**src/rtl/tdm_demux.sv**
```systemverilog
// Receive-side demultiplexer for a select-multiplexed TDM link: frame_sync locks the slot counter.
// Optional macro TDM_FRAME_LATCH_EN publishes whole frames atomically from shadow registers.
module tdm_demux #(
   parameter int N_CH   = 4,
   parameter int DATA_W = 4,
   parameter int SEL_W  = 2
) (
   input  logic                     clk,
   input  logic                     rst_n,
   input  logic                     en,
   input  logic [DATA_W-1:0]        din,
   input  logic                     din_valid,
   input  logic                     frame_sync,
   output logic [N_CH*DATA_W-1:0]   ch_data,
   output logic [N_CH-1:0]          ch_strobe,
   output logic [SEL_W-1:0]         slot,
   output logic                     locked,
   output logic                     frame_done,
   output logic                     sync_err
);

   localparam logic [0:0]       HUNT      = 1'b0;
   localparam logic [0:0]       RUN       = 1'b1;
   localparam logic [SEL_W-1:0] SLOT_LAST = SEL_W'(N_CH - 1);
   localparam logic [SEL_W-1:0] SLOT_ONE  = SEL_W'(1);

   logic [0:0]              r_state;
   logic [SEL_W-1:0]        r_slot;
   logic [N_CH*DATA_W-1:0]  r_ch_data;
   logic [N_CH-1:0]         r_ch_strobe;
   logic                    r_frame_done;
   logic                    r_sync_err;

   logic                    w_accept;
   logic [N_CH-1:0]         w_wr_sel;
   logic [SEL_W-1:0]        w_slot_nxt;
   logic [0:0]              w_state_nxt;
   logic                    w_frame_done_nxt;
   logic                    w_sync_err_nxt;

   assign w_accept = en & din_valid;

   // NOTE: every signal gets a default before the branches so no latch is inferred.
   always_comb begin
      w_wr_sel         = '0;
      w_slot_nxt       = r_slot;
      w_state_nxt      = r_state;
      w_frame_done_nxt = 1'b0;
      w_sync_err_nxt   = 1'b0;
      if (w_accept) begin
         if (r_state == HUNT) begin
            if (frame_sync) begin
               w_wr_sel[0] = 1'b1;
               w_slot_nxt  = SLOT_ONE;
               w_state_nxt = RUN;
            end
         end else if (frame_sync && (r_slot != '0)) begin
            // Misplaced sync: realign onto slot 0 and abandon the partial frame.
            w_sync_err_nxt = 1'b1;
            w_wr_sel[0]    = 1'b1;
            w_slot_nxt     = SLOT_ONE;
         end else begin
            for (int k = 0; k < N_CH; k++) begin
               if (r_slot == SEL_W'(k)) w_wr_sel[k] = 1'b1;
            end
            if (r_slot == SLOT_LAST) begin
               w_slot_nxt       = '0;
               w_frame_done_nxt = 1'b1;
            end else begin
               w_slot_nxt = r_slot + SLOT_ONE;
            end
         end
      end
   end

   // NOTE: sequential state uses non-blocking assignments so all registers sample together.
   always_ff @(posedge clk or negedge rst_n) begin
      if (!rst_n) begin
         r_state      <= HUNT;
         r_slot       <= '0;
         r_frame_done <= 1'b0;
         r_sync_err   <= 1'b0;
      end else begin
         r_state      <= w_state_nxt;
         r_slot       <= w_slot_nxt;
         r_frame_done <= w_frame_done_nxt;
         r_sync_err   <= w_sync_err_nxt;
      end
   end

`ifdef TDM_FRAME_LATCH_EN
   logic [N_CH*DATA_W-1:0]  r_shadow;
   logic [N_CH*DATA_W-1:0]  w_shadow_nxt;

   always_comb begin
      w_shadow_nxt = r_shadow;
      for (int k = 0; k < N_CH; k++) begin
         if (w_wr_sel[k]) w_shadow_nxt[k*DATA_W +: DATA_W] = din;
      end
   end

   // Only a completed frame is copied out, together with its last sample.
   always_ff @(posedge clk or negedge rst_n) begin
      if (!rst_n) begin
         r_shadow    <= '0;
         r_ch_data   <= '0;
         r_ch_strobe <= '0;
      end else begin
         r_shadow    <= w_shadow_nxt;
         r_ch_strobe <= w_frame_done_nxt ? {N_CH{1'b1}} : {N_CH{1'b0}};
         if (w_frame_done_nxt) r_ch_data <= w_shadow_nxt;
      end
   end
`else
   always_ff @(posedge clk or negedge rst_n) begin
      if (!rst_n) begin
         r_ch_data   <= '0;
         r_ch_strobe <= '0;
      end else begin
         r_ch_strobe <= w_wr_sel;
         for (int k = 0; k < N_CH; k++) begin
            if (w_wr_sel[k]) r_ch_data[k*DATA_W +: DATA_W] <= din;
         end
      end
   end
`endif

   assign ch_data    = r_ch_data;
   assign ch_strobe  = r_ch_strobe;
   assign slot       = r_slot;
   assign locked     = (r_state == RUN);
   assign frame_done = r_frame_done;
   assign sync_err   = r_sync_err;

endmodule

```
**config.mk**
```make
export PLATFORM = sky130hd
export DESIGN_NAME = tdm_demux
export DESIGN_NICKNAME = d
export VERILOG_FILES = /design/src/rtl/tdm_demux.sv
export SDC_FILE = /design/constraint.sdc
export NUM_CORES = 1
export LEC_CHECK = 0
export ABC_CLOCK_PERIOD_IN_PS = 1800
export BUFFER_PORTS_ARGS = -buffer_cell sky130_fd_sc_hd__buf_2
export CAP_MARGIN = 30
export CORE_UTILIZATION = 40
export CTS_CLUSTER_DIAMETER = 40
export CTS_CLUSTER_SIZE = 30
export DETAILED_ROUTE_END_ITERATION = 10
export PLACE_DENSITY = 0.68
export SYNTH_ARGS = -nofsm -noshare
export SYNTH_HDL_FRONTEND = slang
export SYNTH_SLANG_ARGS = --single-unit
export TNS_END_PERCENT = 50
```
**constraint.sdc**
```tcl
create_clock -name clk -period 1.8 [get_ports clk]
set_input_delay 0 -clock clk [delete_from_list [all_inputs] [get_ports clk]]
set_output_delay 0 -clock clk [all_outputs]
set_load 0.1 [all_outputs]
```
==> out/qor.csv <==
metric;value;unit
status;complete, no violations;
reg2reg_depth;5;
yosys_warnings;0;
cts_tree;built;
layout_commonest_cell;buf_2;
cp_max_fo;5;
synth.avg_cell_area;14.17;µm²
holdWs;171.1;ps
cpMaxStageDelayCell;dfrtp_4;
core;0.002276;mm²
grt_pass1_wl;3146;µm
synth_compound_area_share;3.783;%
slew_headroom;65.32;%
period_minus_slack;1736;ps
drt-pass1-iter-count;4;
synthSimpleGateAreaFrac;9.710;%
die_w;51.81;µm
r2r_start;slot[0]$_DFFE_PN0P_;
vias;691;
fill_cells;201;
drcViolationCount;0;
fin_crit_sh;96.44;%
clock_path_buffers;2;
hold_class;in2async;
start_util;43.60;%
drt.antenna.violating_nets;0;
viasPerCell;4.832;
grt.overflow.total;0;
r2r_setup_slack;60;ps
area_growth;32.79;%
synthMuxAreaShare;18.16;%
die_height;51.81;µm
ys_types;19;
critPathRequiredTime;2000;ps
clock_latency;310;ps
cts-root-buf;clkbuf_4;
syn_nets;83;
htree_levels;1;
io_buffers;33;
wirelength;1931;µm
worstPathCellList;inv_2 -> ha_2 -> nand2b_4 -> nor3b_4 -> mux2_2;
die_area;0.002684;mm²
synth_top_family_by_area;multiplexers;
drv_cap;0;
antenna_found_initial;0;
ys_seq_area_share;60.53;%
path_clk_slew;130;ps
grt_usage;16.74;%
utilization;57.89;%
synth_area;992.2;µm²
crit_path_start_kind;flip-flop;
layout-drive-gt1-share;58.26;%
cp_data_arrival_time;1940;ps
rsz0062_at_grt;yes;
diodes;0;
num-nets-final;129;
slew_viol_final;0;
pin_count;34;
syn_inst;70;
cp_top_family;flip-flops;
most-common-layout-cells;buf_2, dfrtp_1, mux2_2, dlygate4sd3_1, nand2_1;
finalSetupViolations;0;
hpwl;1432;µm
path_class;reg2reg;
grt_start_max_net_pins;25;
synth-xor-area-share;0;%
clkSinkCount;24;
cp_num_buf_inv;1;
finalHoldViolCount;0;
tightest_slew;520.2;ps
r2r_end;ch_data[13]$_DFFE_PN0P_;
maxClockFrequency;576.1;MHz
wl_per_cell;13.50;µm
grt_pass1_vias;670;
num_rows;17;
cp-end-kind;flip-flop;
place_congestion;0.9670;
synth-adder-area-share;5.044;%
fin_worst_skew;8.749;ps
cts_buffers;3;
slowest_delay;520;ps
ys_ff_latch;24;
initialDrtViolationCount;9;
-- synth_stat cells --
cell | instances | area, µm²
dfrtp_1 | 24 | 600.6
mux2_2 | 16 | 180.2
ha_1 | 4 | 50.05
inv_1 | 4 | 15.01
nand2_1 | 4 | 15.01
nor2_1 | 3 | 11.26
nand3_2 | 2 | 20.02
o21ai_0 | 2 | 10.01
a21oi_1 | 1 | 5.000
a22oi_1 | 1 | 7.510
a31o_2 | 1 | 8.760
and3_4 | 1 | 11.26
buf_4 | 1 | 7.510
clkbuf_2 | 1 | 5.000
nand2b_2 | 1 | 8.760
nand3_1 | 1 | 5.000
nor2_2 | 1 | 6.260
nor3b_4 | 1 | 18.77
o22ai_1 | 1 | 6.260
-- stage by stage --
| stage | setup TNS [ps] | cells | setup slack [ps] | cell area [µm²] |
|---|---|---|---|---|
| detailed placement | 0 | 130 | 53.14 | 1201 |
| finish | 0 | 143 | 64.06 | 1318 |
| global route | -30.61 | 143 | -19.07 | 1318 |
| CTS | 0 | 142 | 35.50 | 1308 |
| global placement | 0 | 130 | 126.2 | 1201 |
| floorplan | 0 | 70 | 15.13 | 1006 |
-- worst max path at each step --
stage	to	cells after the start	slack (ps)	start
finish	ch_data[13]$_DFFE_PN0P_	5	60	slot[0]$_DFFE_PN0P_
global route	ch_data[13]$_DFFE_PN0P_	5	-20	slot[0]$_DFFE_PN0P_
CTS	ch_data[13]$_DFFE_PN0P_	5	40	slot[0]$_DFFE_PN0P_
detailed placement	ch_data[15]$_DFFE_PN0P_	5	50	slot[0]$_DFFE_PN0P_
global placement	ch_data[12]$_DFFE_PN0P_	5	130	slot[0]$_DFFE_PN0P_
floorplan	ch_data[12]$_DFFE_PN0P_	5	20	slot[0]$_DFFE_PN0P_
-- cell families (layout without fill, tap and decap cells) --
| group | Yosys count | after routing |
|---|---|---|
| buf+inv | 6 | 51 |
| simple gates | 14 | 14 |
| compound gates | 6 | 6 |
| flops | 24 | 24 |
| mux | 16 | 16 |
| fa+ha+maj | 4 | 4 |
-- layer usage --
metal	vias to the layer above	wire [µm]	track usage, %
li1	328	-	-
met1	341	877	21.06
met2	20	965	26.62
met3	2	77	4.971
met4	0	10	7.207
met5	-	0	0
-- registers in the layout, indices dropped and copies added (netlist names) --
register and count:
sync_err 1, ch_data 16, slot 2, locked 1, ch_strobe 4
-- layout make-up --
type                    instances  area, µm²  share of cell area (%)
well taps                      28      35.03                   2.659
clock buffers                   4      26.28                   1.994
multi-input cells              40      371.6                   28.21
flip-flops and latches         24      609.3                   46.25
repair buffers                 43      260.3                   19.75
inverters                       4      15.01                   1.140
-- worst reg2reg max path, cell delays in order (launching register included) --
cell and delay, ps:
dfrtp_4 520, inv_2 80, ha_2 190, nand2b_4 150, nor3b_4 310, mux2_2 370
-- repair_timing --
action                                 4_1_cts  5_1_grt
setup endpoints to repair                    0        4
endpoints found under the hold margin       42        0
hold buffers                                 8        0
setup buffers                                0        1
resized for setup                            0        1
Power is not shown: default switching activity piles up to over one toggle a cycle in this logic, so the estimate is an artifact.
